--- src/rtl/rs544522_enc_frame_ctrl.sv ---
// Frame sequencer for the L-lane RS(544,522) parity core: zero-pad realignment, core handshake, parity hold.
// Optional statistics counters are enabled with the RS_ENC_CTRL_STATS_EN macro.
module rs544522_enc_frame_ctrl #(
  parameter int W  = 10,
  parameter int L  = 7,
  parameter int K  = 522,
  parameter int R  = 22,
  parameter int ZP = 3
) (
  input  logic         clk_i,
  input  logic         rst_ni,
  input  logic         in_valid_i,
  output logic         in_ready_o,
  input  logic         in_last_i,
  input  logic [W-1:0] in_sym_i [0:L-1],
  output logic         core_start_o,
  output logic         core_valid_o,
  output logic         core_last_o,
  output logic [W-1:0] core_blk_o [0:L-1],
  input  logic         core_par_valid_i,
  input  logic [W-1:0] core_par_i [0:R-1],
  output logic         par_valid_o,
  input  logic         par_ready_i,
  output logic [W-1:0] par_o [0:R-1],
  output logic         busy_o,
`ifdef RS_ENC_CTRL_STATS_EN
  output logic [15:0]  frm_cnt_o,
  output logic [15:0]  err_cnt_o,
`endif
  output logic         err_o
);

  localparam int NB  = (K + ZP) / L;
  localparam int LV  = L - ZP;
  localparam int BCW = $clog2(NB);

  localparam logic [1:0] S_IDLE = 2'd0;
  localparam logic [1:0] S_FEED = 2'd1;
  localparam logic [1:0] S_WAIT = 2'd2;
  localparam logic [1:0] S_HOLD = 2'd3;

  if ((K + ZP) % L != 0) begin : g_bad_cfg
    $fatal(1, "rs544522_enc_frame_ctrl: K+ZP must be a multiple of L");
  end

  logic [1:0]     r_state;
  logic [BCW-1:0] r_bc;
  logic           r_err;
  logic           r_core_start;
  logic           r_core_valid;
  logic           r_core_last;
  logic           r_par_valid;
  logic [W-1:0]   r_cr  [0:ZP-1];
  logic [W-1:0]   r_blk [0:L-1];
  logic [W-1:0]   r_par [0:R-1];

  logic           w_accept;
  logic [BCW-1:0] w_idx;
  logic           w_first;
  logic           w_final;
  logic [1:0]     w_state_nxt;
  logic [BCW-1:0] w_bc_nxt;
  logic           w_err_nxt;

  assign in_ready_o = (r_state == S_IDLE) | (r_state == S_FEED);
  assign w_accept   = in_valid_i & in_ready_o;
  // In IDLE the accepted beat is always beat 0, whatever bc holds.
  assign w_idx      = (r_state == S_IDLE) ? {BCW{1'b0}} : r_bc;
  assign w_first    = (w_idx == {BCW{1'b0}});
  assign w_final    = (w_idx == BCW'(NB - 1));

  // Next-state, beat-counter and framing-error decode
  always_comb begin
    w_state_nxt = r_state;
    w_bc_nxt    = r_bc;
    w_err_nxt   = 1'b0;
    case (r_state)
      S_IDLE, S_FEED: begin
        if (w_accept) begin
          if (w_final) begin
            w_state_nxt = S_WAIT;
            w_bc_nxt    = {BCW{1'b0}};
            w_err_nxt   = ~in_last_i;
          end else if (in_last_i) begin
            w_state_nxt = S_IDLE;
            w_bc_nxt    = {BCW{1'b0}};
            w_err_nxt   = 1'b1;
          end else begin
            w_state_nxt = S_FEED;
            w_bc_nxt    = w_idx + BCW'(1);
          end
        end else begin
          w_state_nxt = r_state;
        end
      end
      S_WAIT: begin
        if (core_par_valid_i) begin
          w_state_nxt = S_HOLD;
        end else begin
          w_state_nxt = S_WAIT;
        end
      end
      S_HOLD: begin
        if (par_ready_i) begin
          w_state_nxt = S_IDLE;
        end else begin
          w_state_nxt = S_HOLD;
        end
      end
      default: begin
        w_state_nxt = S_IDLE;
        w_bc_nxt    = {BCW{1'b0}};
      end
    endcase
  end

  // FSM state, beat counter and error pulse
  always_ff @(posedge clk_i or negedge rst_ni) begin
    if (!rst_ni) begin
      r_state <= S_IDLE;
      r_bc    <= {BCW{1'b0}};
      r_err   <= 1'b0;
    end else begin
      r_state <= w_state_nxt;
      r_bc    <= w_bc_nxt;
      r_err   <= w_err_nxt;
    end
  end

  // Realignment: block = {carry, first LV lanes}; carry takes the remaining ZP lanes
  always_ff @(posedge clk_i or negedge rst_ni) begin
    if (!rst_ni) begin
      r_core_start <= 1'b0;
      r_core_valid <= 1'b0;
      r_core_last  <= 1'b0;
      for (int j = 0; j < ZP; j++) r_cr[j] <= {W{1'b0}};
      for (int j = 0; j < L; j++) r_blk[j] <= {W{1'b0}};
    end else if (w_accept) begin
      r_core_start <= w_first;
      r_core_valid <= 1'b1;
      r_core_last  <= w_final;
      for (int j = 0; j < ZP; j++) begin
        r_blk[j] <= w_first ? {W{1'b0}} : r_cr[j];
        r_cr[j]  <= in_sym_i[LV+j];
      end
      for (int j = 0; j < LV; j++) r_blk[ZP+j] <= in_sym_i[j];
    end else begin
      r_core_start <= 1'b0;
      r_core_valid <= 1'b0;
      r_core_last  <= 1'b0;
    end
  end

  // Parity capture from the core and hold until the downstream handshake
  always_ff @(posedge clk_i or negedge rst_ni) begin
    if (!rst_ni) begin
      r_par_valid <= 1'b0;
      for (int i = 0; i < R; i++) r_par[i] <= {W{1'b0}};
    end else if ((r_state == S_WAIT) && core_par_valid_i) begin
      r_par_valid <= 1'b1;
      for (int i = 0; i < R; i++) r_par[i] <= core_par_i[i];
    end else if ((r_state == S_HOLD) && par_ready_i) begin
      r_par_valid <= 1'b0;
    end else begin
      r_par_valid <= r_par_valid;
    end
  end

`ifdef RS_ENC_CTRL_STATS_EN
  logic [15:0] r_frm_cnt;
  logic [15:0] r_err_cnt;

  // Saturating frame and error counters
  always_ff @(posedge clk_i or negedge rst_ni) begin
    if (!rst_ni) begin
      r_frm_cnt <= 16'd0;
      r_err_cnt <= 16'd0;
    end else begin
      if ((r_state == S_HOLD) && par_ready_i && (r_frm_cnt != 16'hFFFF)) begin
        r_frm_cnt <= r_frm_cnt + 16'd1;
      end else begin
        r_frm_cnt <= r_frm_cnt;
      end
      if (w_err_nxt && (r_err_cnt != 16'hFFFF)) begin
        r_err_cnt <= r_err_cnt + 16'd1;
      end else begin
        r_err_cnt <= r_err_cnt;
      end
    end
  end

  assign frm_cnt_o = r_frm_cnt;
  assign err_cnt_o = r_err_cnt;
`endif

  assign core_start_o = r_core_start;
  assign core_valid_o = r_core_valid;
  assign core_last_o  = r_core_last;
  assign core_blk_o   = r_blk;
  assign par_valid_o  = r_par_valid;
  assign par_o        = r_par;
  assign busy_o       = (r_state != S_IDLE);
  assign err_o        = r_err;

endmodule

--- config.mk ---
export PLATFORM = sky130hd
export DESIGN_NAME = rs544522_enc_frame_ctrl
export DESIGN_NICKNAME = d
export VERILOG_FILES = /design/src/rtl/rs544522_enc_frame_ctrl.sv
export SDC_FILE = /design/constraint.sdc
export NUM_CORES = 1
export LEC_CHECK = 0
export BUFFER_PORTS_ARGS = -buffer_cell sky130_fd_sc_hd__buf_2
export CAP_MARGIN = 20
export CORE_AREA = 3 3 233 235
export CTS_BUF_LIST = sky130_fd_sc_hd__clkbuf_4 sky130_fd_sc_hd__clkbuf_8 sky130_fd_sc_hd__clkbuf_16
export CTS_CLUSTER_DIAMETER = 30
export DETAILED_ROUTE_END_ITERATION = 6
export DIE_AREA = 0 0 236 238
export PLACE_DENSITY_LB_ADDON = 0.1
export SYNTH_ARGS = -nofsm -noshare
export SYNTH_HDL_FRONTEND = slang
export SYNTH_SLANG_ARGS = --single-unit
--- constraint.sdc ---
create_clock -name clk_i -period 4.9 [get_ports clk_i]
set_input_delay 0.98 -clock clk_i [delete_from_list [all_inputs] [get_ports clk_i]]
set_output_delay 0.98 -clock clk_i [all_outputs]
set_load 0.01 [all_outputs]
# --- Yosys cells after proc, flatten, opt, wreduce, memory -nomap -nowiden ---
# Index checks and enable logic that the tools add are counted.
classes:
  n_addsub: 1
  n_mux: 21
  n_reduce_logical: 8
  n_eq_ne: 5
  n_bitwise: 3
ops:
  columns: ["op", "count"]
  rows:
  - ["$mux W10", 3]
  - ["$mux W7", 3]
  - ["$mux W1", 11]
  - ["$add A7 B1 Y7 const B", 1]
  - ["$eq A7 B7 Y1 const B", 1]
  - ["$logic_not A7 Y1", 1]
  - ["$mux W2", 3]
  - ["$pmux W2 S3", 1]
  - ["$eq A2 B2 Y1 const B", 2]
  - ["$reduce_bool A2 Y1", 2]
  - ["$eq A2 B1 Y1 const B", 1]
  - ["$logic_and A1 B1 Y1", 2]
  - ["$logic_not A2 Y1", 1]
  - ["$ne A2 B2 Y1 const B", 1]
  - ["$reduce_and A2 Y1", 1]
  - ["$reduce_or A2 Y1", 1]
  - ["$and A1 B1 Y1", 1]
  - ["$not A1 Y1", 1]
  - ["$or A1 B1 Y1", 1]
totals:
  elab_cells: 77
  regBits: 334
  in_bits: 296
  output_inout_bits: 297

# --- Longest topological paths before layout ---
logic_depth:
  ltp_word: 6
  mapped_depth: 11
  depth_no_buf: 10

# --- Worst setup path after synthesis ---
# OpenSTA, ideal clock, no wires.
synth_path:
  kind: "register to register"
  start: "reg r_state[1]"
  end: "reg r_state[0]"
  path_stages_with_launch: 12
  t_arrival_ps: 1999
  setup_slack_ps: 2774
  setup_ps: 127
  t_required_ps: 4773
  synth_period_minus_slack_ps: 2126
  n_path_buf: 1
  cell_sequence: "dfrtp_1 buf_2 nor2_1 inv_1 nand2_1 ha_1 nand3_1 nor3_1 inv_1 ha_1 a211oi_1 a21oi_1"
synth_via:
  elab_chain_len: 6
  elab_cells_between_ends: 13
  classes_between: "eq/ne (5); mux (4); bitwise (2); reduce/logical (2)"
synth_rtl:
  columns: ["element", "line_no", "source"]
  rows:
  - ["start, declared", "46", "logic [1:0] r_state;"]
  - ["start signal, assigned", "124", "r_state <= w_state_nxt;"]
  - ["$logic_not A2 Y1", "65, 68, 77", null]
  - ["$mux W7", "68", "assign w_idx = (r_state == S_IDLE) ? {BCW{1'b0}} : r_bc;"]
  - ["$eq A7 B7 Y1", "70", "assign w_final = (w_idx == BCW'(NB - 1));"]
  - ["$mux W2", "80", "if (w_final) begin"]
  - ["$mux W2", "79", "if (w_accept) begin"]
  - ["$pmux W2 S3", "77", "case (r_state)"]
# Several ways; a longest one is shown, not always the timed one. The select of a mux whose other input is x is not followed.
# A chain may end at the register's enable or synchronous reset.

# --- Worst setup path in the final report ---
layout_path:
  start: "reg r_state[1]"
  end: "out busy_o"
layout_via:
  elab_chain_len: 1
layout_rtl:
  columns: ["element", "line_no", "source"]
  rows:
  - ["$reduce_bool A2 Y1", "202", "assign busy_o = (r_state != S_IDLE);"]
  - ["end, declared", "25", "output logic busy_o,"]
# No other way between the ends.

==> metrics.md <==
| Metric | Value |
|---|---|
| Final #Nets | `1895` |
| Pint | `7430 uW` |
| Fin crit share | `57.2%` |
| Non-filler instance count after layout | `2364` |
| CP Capture Type | `output port` |
| Hpwl dp | `31500 um` |
| Post-CTS Hold Buffers | `0` |
| CP max stage delay | `0.57 ns` |
| Reg-to-reg critical path startpoint | `r_state[1]$_DFFE_PN0P_` |
| Multi-input logic area | `4160 um2` |
| FF-to-FF setup slack | `2.27 ns` |
| Main synth FF type | `dfrtp_1` |
| Crit path from | `r_state[1]$_DFFE_PN0P_` |
| Number of global-route vias before repair | `10400` |
| Comb power frac | `4.5%` |
| Reg2reg end | `r_state[0]$_DFFE_PN0P_` |
| Dpl cells | `2188` |
| Crit path time final | `2.80 ns` |
| Net Sw Frac | `21.0%` |
| Final Hold Fails | `0` |
| Boundary pin count | `593` |
| Post-synth EDFFs | `0` |
| Syn Std Cell Area | `12800 um2` |
| CTS tree | `yes` |
| Syn Nets | `1248` |
| Area share of and/or/nand/nor cells after synthesis | `7.60%` |
| Yosys reg bits | `334` |
| Top cells by area, synth | `dfrtp_1, mux2_2, nand2_1` |
| Chip Height | `238 um` |
| CTS max path bufs | `3` |
| Core Area | `52400 um2` |
| CTS H-Tree Depth | `3` |
| Main combinational cell family by area after synthesis | `multiplexers` |
| Clk Latency, worst-skew pair | `0.60 ns` |
| Buffers and inverters on the worst path | `2` |
| Root Driver | `clkbuf_16` |
| Storage element area | `8360 um2` |
| Starting DRT DRC Count | `334` |
| Port Buf Inserts | `592` |
| Most common cell after layout, fill and taps aside | `buf_2` |
| Xor/xnor cell area share of the yosys netlist | `0%` |
| Final RePlAce weighted congestion | `0.761` |
| RSZ-0062 raised after global routing | `no` |
| Slowest library cell on the worst path | `dfrtp_1` |
| Actual slew at the worst max-slew pin | `0.946 ns` |
| Sw Pwr | `1980 uW` |
| CTS resizes | `0` |
| Post-synth top area share | `65.1%` |
| WL/cell | `18.4 um` |
| Worst VDD drop | `0.000257 V` |
| Sequential share of power | `30.8%` |
| Setup-failing EPs final | `0` |
| GRT Total Usage | `15.1%` |
| Setup bufs post-CTS | `0` |
| Adder-Cell Fraction of Synth Area | `0.390%` |
| Setup WS post-layout | `2.10 ns` |
| Post-synthesis sequential area ratio | `65.1%` |
| CTS clk-pin slew, worst paths | `0.04 ns` |
| First-pass GRT wire length | `65000 um` |
| DRT antenna net count | `0` |
| CTS Buf Count | `93` |
| Row count | `84` |
| Post-synthesis cell count | `948` |
| Worst Skew | `0.0264 ns` |
| Largest net degree at the start of global routing | `110` |
| CTS sink cnt | `334` |
| Asr flop ratio synth | `100%` |
| Multiplexer area fraction after synthesis | `21.6%` |
| Layout cells sized above 1 | `60.2%` |
| Drt total wl | `43600 um` |
| Mean post-synth cell area | `13.5 um2` |
| Commonest non-fill, non-tap cells in the layout | `buf_2, dfrtp_1, mux2_2` |
| Hold Path Class | `in2async` |
| Final Max Tran Viols | `0` |
| R2R cell count | `10` |
| Crit path max-delay family | `flip-flops` |
| Die area | `56200 um2` |
| Arrival time at the worst endpoint | `1.82 ns` |
| Synth cell types | `38` |
| Setup_tns | `0 ns` |
| Crit path kind | `reg2out` |
| Max-Cap Viols | `0` |
| Worst path cell trace | `nor2_1 -> inv_1 -> buf_2` |
| Via count | `9711` |
| Dpl ws | `1.98 ns` |
| Initial antenna violation count | `13` |
| Max-slew headroom | `36.9%` |
| Yosys warnings | `0` |
| Initial Util | `24.5%` |
| Fmax | `0.357 GHz` |
| Worst path required time | `3.92 ns` |
| Grt ovf | `0` |
| Leakage | `0.0113 uW` |
| DRT Pass-1 Iters | `4` |
| Clock share of power | `64.7%` |
| Pwr dens | `475 nW/um2` |
| Fillcell total | `5235` |
| Via density | `4.11` |
| Drc violations | `0` |
| Post-synthesis compound-gate area fraction | `2.75%` |
| Worst Path Max Fanout | `15` |
| Critical path launch point type | `register` |
| Syn-to-layout area delta | `54.4%` |
| Run status | `finished, final reports clean` |
| Die W | `236 um` |
| Yosys top cell by area | `dfrtp_1` |
==> cell type report <==
type / count / share of cell area [%]
antenna: 7 / 0.0884
timing repair buffer: 606 / 15.8
sequential: 334 / 42.2
multi-input combinational: 550 / 21.0
tap: 688 / 4.34
inverter: 10 / 0.189
clock inverter: 27 / 1.88
clock buffer: 142 / 14.5
==> state kept, by name (all words and copies together), names as in the netlist <==
name	count
par_o	220
r_state	2
core_start_o	1
core_last_o	1
core_valid_o	1
r_bc	7
core_blk_o	70
par_valid_o	1
r_cr	30
err_o	1
==> synthesized netlist by cell type (2+ instances only) <==
library cell / n
a21oi_1: 28
a21oi_2: 4
a22oi_1: 2
and2_1: 3
buf_1: 2
buf_2: 32
buf_4: 2
buf_6: 4
clkbuf_1: 14
dfrtp_1: 334
ha_1: 4
inv_1: 10
mux2_2: 220
mux2i_1: 30
nand2_1: 218
nand3_1: 5
nor2_1: 2
nor2b_1: 2
o211ai_1: 5
o21ai_0: 5
o41ai_1: 2
or3_1: 2
or4b_1: 3
==> how the worst max path moves through the flow <==
stage                            endpoint  slack (ns)  cells past startpoint
2_1_floorplan      r_state[0]$_DFFE_PN0P_        2.77                     11
3_3_place_gp   core_blk_o[57]$_DFFE_PN0N_        2.01                      5
3_5_place_dp   core_blk_o[66]$_DFFE_PN0N_        1.98                      5
4_1_cts                            busy_o        2.05                      3
5_1_grt                            busy_o        1.98                      3
6_report                           busy_o        2.10                      3
==> worst register-to-register path: stages, from the launching register on <==
cell and delay, ns:
dfrtp_1 0.67, nor2_1 0.21, inv_1 0.16, and2_1 0.20, ha_1 0.16, nand3_1 0.17
nor3_1 0.33, inv_1 0.08, ha_1 0.19, a211oi_1 0.24, a21oi_1 0.07
==> stage by stage <==
step	cell area [um2]	hold slack (ns)	util, %	total power (uW)
after floorplan	12800	0.445	-	3080
final	19800	0.462	37.8	9410
after CTS	19800	0.467	37.7	9580
after detailed placement	16500	0.456	31.6	3380
after global placement	16500	0.455	31.6	3370
after global routing	19800	0.490	37.8	9810
==> logic make-up (layout without fill, tap and decap cells) <==
kind of cell | after synthesis | in the layout
adder cells (fa/ha/maj) | 4 | 4
AO/OA/AOI/OAI | 54 | 54
flip-flops | 334 | 334
AND/OR/NAND/NOR | 242 | 242
buffers and inverters | 64 | 785
other | 0 | 7
multiplexers | 250 | 250
==> metal layers <==
layer  wire [um]  share of wire [%]  GRT usage, %  vias up
met5          87               0.20             0        -
met4        1270                2.9          5.77       12
met3        4520                 10          7.88       86
met2       21300                 49          24.7      400
met1       16400                 38          16.6     4667
li1            -                  -             -     4546
==> power by group through the flow <==
stage	Sequential (uW)	Combinational, uW	Clock (uW)
final	2900	425	6090
after global routing	2910	484	6410
after CTS	2900	442	6240
after detailed placement	2940	441	0
after global placement	2930	440	0
after floorplan	2960	127	0
(Power assumes the default switching activity.)
